[config.mk]
export PLATFORM = sky130hd
export DESIGN_NAME = serial_move_rx
export DESIGN_NICKNAME = d
export VERILOG_FILES = /design/src/rtl/serial_pkg.sv /design/src/rtl/baud_tick_gen.sv /design/src/rtl/serial_move_rx.sv
export SDC_FILE = /design/constraint.sdc
export NUM_CORES = 1
export LEC_CHECK = 0
export BUFFER_PORTS_ARGS = -buffer_cell sky130_fd_sc_hd__buf_2
export CAP_MARGIN = 20
export CORE_ASPECT_RATIO = 1.1
export CORE_MARGIN = 2
export CORE_UTILIZATION = 65
export CTS_CLUSTER_SIZE = 16
export DETAILED_ROUTE_END_ITERATION = 10
export PLACE_DENSITY = 0.9
export RECOVER_POWER = 50
export SYNTH_ARGS = -nofsm -noshare
export SYNTH_HDL_FRONTEND = slang
export SYNTH_SLANG_ARGS = --single-unit
export TNS_END_PERCENT = 50
[constraint.sdc]
create_clock -name clk_in -period 3.65 [get_ports clk_in]
set_input_delay 0.365 -clock clk_in [delete_from_list [all_inputs] [get_ports clk_in]]
set_output_delay 0.365 -clock clk_in [all_outputs]
set_load 0.01 [all_outputs]
[src/rtl/serial_pkg.sv]
// Shared types and constants for the inter-board serial move link (rx and tx sides).
package serial_pkg;

  typedef enum logic [2:0] {
    IDLE,
    START,
    DATA,
    STOP,
    HOLDOFF
  } rx_state_t;

  localparam logic [3:0] SAMP_LO   = 4'd7;
  localparam logic [3:0] SAMP_MID  = 4'd8;
  localparam logic [3:0] SAMP_HI   = 4'd9;
  localparam logic [3:0] LAST_SAMP = 4'd15;

  function automatic logic majority3(input logic a, input logic b, input logic c);
    return (a & b) | (a & c) | (b & c);
  endfunction

endpackage

[src/rtl/baud_tick_gen.sv]
// Oversample tick generator: one-cycle tick every CLK_PER_SAMP clocks while run_in is high.
module baud_tick_gen #(
  parameter int CLK_PER_SAMP = 423
) (
  input  logic clk_in,
  input  logic rst_in,
  input  logic run_in,
  output logic tick_out
);

  localparam int CW = (CLK_PER_SAMP > 1) ? $clog2(CLK_PER_SAMP) : 1;
  localparam logic [CW-1:0] CNT_LAST = CW'(CLK_PER_SAMP - 1);

  logic [CW-1:0] clk_cnt_q, clk_cnt_d;

  always_comb begin
    clk_cnt_d = clk_cnt_q + 1'b1;
    if (!run_in || (clk_cnt_q == CNT_LAST)) clk_cnt_d = '0;
  end

  always_ff @(posedge clk_in or negedge rst_in) begin
    if (!rst_in) clk_cnt_q <= '0;
    else         clk_cnt_q <= clk_cnt_d;
  end

  assign tick_out = run_in && (clk_cnt_q == CNT_LAST);

endmodule

[src/rtl/serial_move_rx.sv]
// 8N1 receiver for the move link: 16x oversampling, 3-sample majority vote, framing check,
// and a post-frame hold-off that absorbs line turnaround between boards.
//
// state   | meaning
// IDLE    | waiting for a 1->0 edge on the synchronised line
// START   | validating the start bit at its centre
// DATA    | collecting PKT_LEN bits, LSB first
// STOP    | checking the stop bit, publishing the byte or flagging a framing error
// HOLDOFF | line ignored for WAITING_COUNT clocks
module serial_move_rx
  import serial_pkg::*;
#(
  parameter int CLK_HZ        = 65_000_000,
  parameter int BAUD_RATE     = 9600,
  parameter int SAMP_PER_BIT  = 16,
  parameter int PKT_LEN       = 8,
  parameter int CLK_PER_SAMP  = 423,
  parameter int WAITING_COUNT = 65_000
) (
  input  logic               clk_in,
  input  logic               rst_in,
  input  logic               rx_in,
  output logic [PKT_LEN-1:0] data_out,
  output logic               ready,
  output logic               frame_err,
  output logic               busy
);

  if (SAMP_PER_BIT != 16) begin : g_bad_samp
    $error("serial_move_rx: SAMP_PER_BIT must be 16");
  end
  if (CLK_PER_SAMP != CLK_HZ / BAUD_RATE / SAMP_PER_BIT) begin : g_bad_rate
    $error("serial_move_rx: CLK_PER_SAMP inconsistent with CLK_HZ/BAUD_RATE");
  end

  localparam int BW = (PKT_LEN > 1) ? $clog2(PKT_LEN) : 1;
  localparam int HW = (WAITING_COUNT > 1) ? $clog2(WAITING_COUNT) : 1;
  localparam logic [BW-1:0] LAST_BIT  = BW'(PKT_LEN - 1);
  localparam logic [HW-1:0] HOLD_LOAD = HW'(WAITING_COUNT - 1);

  rx_state_t          state_q, state_d;
  logic               sync1_q, rx_s_q, rx_prev_q;
  logic [3:0]         samp_cnt_q, samp_cnt_d;
  logic [BW-1:0]      bit_idx_q, bit_idx_d;
  logic [PKT_LEN-1:0] shift_q, shift_d;
  logic [PKT_LEN-1:0] data_q, data_d;
  logic               s_lo_q, s_lo_d, s_mid_q, s_mid_d;
  logic               ready_q, ready_d, ferr_q, ferr_d;
  logic [HW-1:0]      hold_cnt_q, hold_cnt_d;
  logic               run, tick, vote, fall_edge;

  assign run = (state_q == START) || (state_q == DATA) || (state_q == STOP);

  baud_tick_gen #(.CLK_PER_SAMP(CLK_PER_SAMP)) u_tick (
    .clk_in   (clk_in),
    .rst_in   (rst_in),
    .run_in   (run),
    .tick_out (tick)
  );

  // Third vote sample is the live synchronised line on the samp_cnt=9 tick.
  assign vote      = majority3(s_lo_q, s_mid_q, rx_s_q);
  assign fall_edge = rx_prev_q && !rx_s_q;

  always_comb begin
    state_d    = state_q;
    samp_cnt_d = samp_cnt_q;
    bit_idx_d  = bit_idx_q;
    shift_d    = shift_q;
    data_d     = data_q;
    s_lo_d     = s_lo_q;
    s_mid_d    = s_mid_q;
    ready_d    = 1'b0;
    ferr_d     = 1'b0;
    hold_cnt_d = hold_cnt_q;

    if (tick) begin
      samp_cnt_d = samp_cnt_q + 4'd1;
      if (samp_cnt_q == SAMP_LO)  s_lo_d  = rx_s_q;
      if (samp_cnt_q == SAMP_MID) s_mid_d = rx_s_q;
    end

    case (state_q)
      IDLE: begin
        samp_cnt_d = '0;
        bit_idx_d  = '0;
        if (fall_edge) state_d = START;
      end
      START: begin
        if (tick && (samp_cnt_q == SAMP_HI) && vote) begin
          state_d    = IDLE;
          samp_cnt_d = '0;
        end else if (tick && (samp_cnt_q == LAST_SAMP)) begin
          state_d   = DATA;
          bit_idx_d = '0;
        end
      end
      DATA: begin
        if (tick && (samp_cnt_q == SAMP_HI)) shift_d[bit_idx_q] = vote;
        if (tick && (samp_cnt_q == LAST_SAMP)) begin
          if (bit_idx_q == LAST_BIT) state_d = STOP;
          else                       bit_idx_d = bit_idx_q + 1'b1;
        end
      end
      STOP: begin
        if (tick && (samp_cnt_q == SAMP_HI)) begin
          if (vote) begin
            data_d  = shift_q;
            ready_d = 1'b1;
          end else begin
            ferr_d = 1'b1;
          end
          state_d    = HOLDOFF;
          samp_cnt_d = '0;
          hold_cnt_d = HOLD_LOAD;
        end
      end
      HOLDOFF: begin
        samp_cnt_d = '0;
        if (hold_cnt_q == '0) state_d = IDLE;
        else                  hold_cnt_d = hold_cnt_q - 1'b1;
      end
      default: state_d = IDLE;
    endcase
  end

  always_ff @(posedge clk_in or negedge rst_in) begin
    if (!rst_in) begin
      sync1_q    <= 1'b1;
      rx_s_q     <= 1'b1;
      rx_prev_q  <= 1'b1;
      state_q    <= IDLE;
      samp_cnt_q <= '0;
      bit_idx_q  <= '0;
      shift_q    <= '0;
      data_q     <= '0;
      s_lo_q     <= 1'b0;
      s_mid_q    <= 1'b0;
      ready_q    <= 1'b0;
      ferr_q     <= 1'b0;
      hold_cnt_q <= '0;
    end else begin
      sync1_q    <= rx_in;
      rx_s_q     <= sync1_q;
      rx_prev_q  <= rx_s_q;
      state_q    <= state_d;
      samp_cnt_q <= samp_cnt_d;
      bit_idx_q  <= bit_idx_d;
      shift_q    <= shift_d;
      data_q     <= data_d;
      s_lo_q     <= s_lo_d;
      s_mid_q    <= s_mid_d;
      ready_q    <= ready_d;
      ferr_q     <= ferr_d;
      hold_cnt_q <= hold_cnt_d;
    end
  end

  assign data_out  = data_q;
  assign ready     = ready_q;
  assign frame_err = ferr_q;
  assign busy      = (state_q != IDLE);

endmodule

==> summary.md <==
| Metric | Value |
|---|---|
| Status | complete, but fails checks |
| Failing checks | capacitance limit, slew limit |
| Die Height | 76.4 µm |
| Row count | 26 |
| CTS tree | built |
| Placed instance area | 3200 µm² |
| GRT overflow | 0 |
| Synth async-reset ratio | 100% |
| Initial antenna violation count | 0 |
| Multi-input gate area | ~1600 µm² |
| Worst skew pair latency | 0.33 ns |
| Setup Fix Bufs, Post-CTS | 0 |
| CTS H-tree lvls | 3 |
| Min-delay worst type | in -> reg |
| Highest Clock Rate | 440 MHz |
| Worst reg-to-reg path cell count | 6 |
| Vias | 2,290 |
| Commonest non-fill, non-tap cell in the layout | dfrtp_1 |
| WHS Endpoint | sync1_q$_DFF_PN1_ |
| CP Launch Type | flip-flop |
| Area of the core | between 4000 and 5000 µm² |
| Clock Skews | about 0.0066 ns |
| Synth-to-layout area growth | 8.69% |
| Mapped Nets | 298 |
| Worst Hold Slack | 0.127 ns |
| CP max FO | 11 |
| Final worst-path cycle share | 62.2% |
| Slew Viols, Final | 35 |
| Netlist Area Pre-Place | 3100 µm² |
| Sequential standard cell area | about 1500 µm² |
| Die area | 5330 µm² |
| Syn Area/Cell | roughly 11 µm² |
| DRT iter0 DRCs | 144 |
| Vias per cell | roughly 6.3 |
| Actual slew at the worst max-slew pin | approximately 1.8 ns |
| Max_cap viols | 1 |
| Yosys reg bits | 58 |
| Wire per inst | 16.3 µm |
| Slowest cell delay on critical path | 0.54 ns |
| Critical hold path startpoint | rx_in |
| Worst Path Required | about 3.8 ns |
| Die width | around 70 µm |
| Vias in the first global route | approximately 2,200 |
| CTS Buf Count | 9 |
| First-pass GRT wire length | 10.1 mm |
| Synth Flop Type | dfrtp_1 |
| Final Hold Viols | 0 |
| Cts repair resizes | 0 |
| Hold Path Cell Cnt | 1 |
| CP Class | reg -> reg |
| Commonest non-fill, non-tap cells in the layout | dfrtp_1 (55), nor2_1 (32), mux2_2 (20) |
| Fin area | 3370 µm² |
| Register area share after synthesis | 47.0% |
| CTS clock-pin slew for the worst setup and hold paths | 0.06 ns |
| N_diodes | 0 |
| Hpwl dp | 4.07 mm |
| Post-synth EDFFs | 0 |
| Leak | 0.00162 µW |
| P per Cell Area | ~410 nW/µm² |
| R2R Setup Slk | 1.38 ns |
| Largest net degree at the start of global routing | 35 |
| Detail Route Antenna Nets | 0 |
| Port bufs | 13 |
| Clock tree buffer depth | 2 |
| Final design utilization | 72.9% |
| Io pins | 14 |
| CTS Sinks | 58 |
| Unrepaired setup endpoints after global routing | no |
| Total iterations of the first detailed-routing run | 4 |
| Final Non-Filler Cells | 363 |
| R2r endpoint | hold_cnt_q[4]$_DFFE_PN0P_ |
| Drt drc | 0 |
| CP top delay family | simple AND/OR/NAND/NOR gates |
| Reg-to-Reg Start | hold_cnt_q[1]$_DFFE_PN0P_ |
| Synth Warn # | 0 |
| Total GRT Usage | 24.2% |
| Synth unique cells | roughly 60 |
| Endpoints failing setup | 0 |
| Final WL | between 5 and 6 mm |
| Crit end category | flip-flop |
| Root buffer cell | clkbuf_8 |
| CP Cell Sequence | inv_1 -> ha_1 -> or3b_2 -> nor2_1 -> a2111oi_0 -> mux2i_1 |
| Setup tns final | 0 ns |
| Cells after Synth | roughly 290 |
| Slowest stage cell on the critical path | nor2_1 |
| Share of post-route cells with drive strength above 1 | 19.5% |
| Tmin final | 2.27 ns |
| Worst vdd ir | ~0.38 mV |
| Nets | approximately 310 |
| # fillers | 318 |
| Critical path arrival | 2.46 ns |
| Buf/Inv on CP | 1 |
| Slew margin rel. | -19.8% |
| Routability Congestion | 0.862 |
| Inst Count DP | around 350 |
| Hold buffers post-CTS | 0 |
| Initial core utilization | 67.0% |
==> where the power goes <==
part           internal (µW)  total, µW  switching [µW]
Combinational           55.9        123            66.7
Clock                    285        510             225
Sequential               685        737            52.0
==> worst max-delay path by stage <==
stage | from | cells past startpoint | to
4_1_cts | hold_cnt_q[0]$_DFFE_PN0P_ | 6 | hold_cnt_q[4]$_DFFE_PN0P_
2_1_floorplan | u_tick.clk_cnt_q[0]$_DFF_PN0_ | 6 | data_out[0]$_DFFE_PN0P_
5_1_grt | hold_cnt_q[0]$_DFFE_PN0P_ | 6 | state_q[0]$_DFFE_PN0P_
3_3_place_gp | hold_cnt_q[0]$_DFFE_PN0P_ | 6 | hold_cnt_q[4]$_DFFE_PN0P_
3_5_place_dp | hold_cnt_q[0]$_DFFE_PN0P_ | 6 | hold_cnt_q[4]$_DFFE_PN0P_
6_report | hold_cnt_q[1]$_DFFE_PN0P_ | 6 | hold_cnt_q[4]$_DFFE_PN0P_
==> logic make-up after synthesis <==
logic type	after synthesis	synth area share (%)
compound gates	32	7.64
xor+xnor	10	2.83
fa+ha+maj	10	3.96
buf+inv	18	2.38
flops	58	47.0
mux	31	10.8
simple gates	127	25.4
==> layer usage <==
layer	global-route usage [%]	share of wire [%]
met4	11.3	2.3
met1	31.2	44
met5	0	0
met2	38.8	49
met3	5.69	4.7
==> cells in the mapped netlist (3+ instances only) <==
cell / number / area share (%)
dfrtp_1: 55 / 44
nor2_1: 32 / 3.9
mux2_2: 20 / 7.3
nand4_1: 13 / 2.6
nand2_1: 12 / 1.5
mux2i_1: 11 / 3.6
nand3_1: 11 / 1.8
ha_1: 9 / 3.6
inv_1: 9 / 1.1
and3_1: 8 / 1.6
xor2_1: 7 / 2.0
or3_1: 6 / 1.2
buf_2: 5 / 0.81
nor3_1: 5 / 0.81
nor4_1: 5 / 1.0
o21ai_0: 5 / 0.81
a211oi_1: 4 / 0.97
a21oi_1: 4 / 0.65
clkbuf_1: 4 / 0.48
and2_0: 3 / 0.61
dfstp_2: 3 / 2.5
nor2b_1: 3 / 0.61
or2_2: 3 / 0.61
or4_1: 3 / 0.73
xnor2_1: 3 / 0.85
==> registers in the layout, summed over array words and instances (netlist names) <==
register and cells:
bit_idx_q 3, data_out 8, frame_err 1, hold_cnt_q 16
ready 1, rx_prev_q 1, rx_s_q 1, s_lo_q 1
s_mid_q 1, samp_cnt_q 4, shift_q 8, state_q 3
sync1_q 1, u_tick.clk_cnt_q 9
==> area by class of cell <==
| cell class | count | share of cell area (%) |
|---|---|---|
| Sequential cell | 58 | 43.2 |
| Inverter | 9 | 1.00 |
| Clock buffer | 16 | 5.06 |
| Timing Repair Buffer | 14 | 2.04 |
| Multi-Input combinational cell | 210 | 46.6 |
| Tap cell | 56 | 2.08 |
==> metrics by stage <==
step | power [µW] | setup slack (ns)
finish | 1370 | 1.38
global route | 1430 | 1.26
CTS | 1380 | 1.43
detailed placement | 868 | 1.46
global placement | 860 | 1.55
floorplan | 827 | 1.76
==> worst register-to-register path: cells and delay by family (launching register included) <==
family	cells	cell delay (ns)
simple gates	2	1.00
flops	1	0.41
compound gates	1	0.28
fa+ha+maj	1	0.18
mux	1	0.16
buf+inv	1	0.10
(Power assumes the default switching activity.)
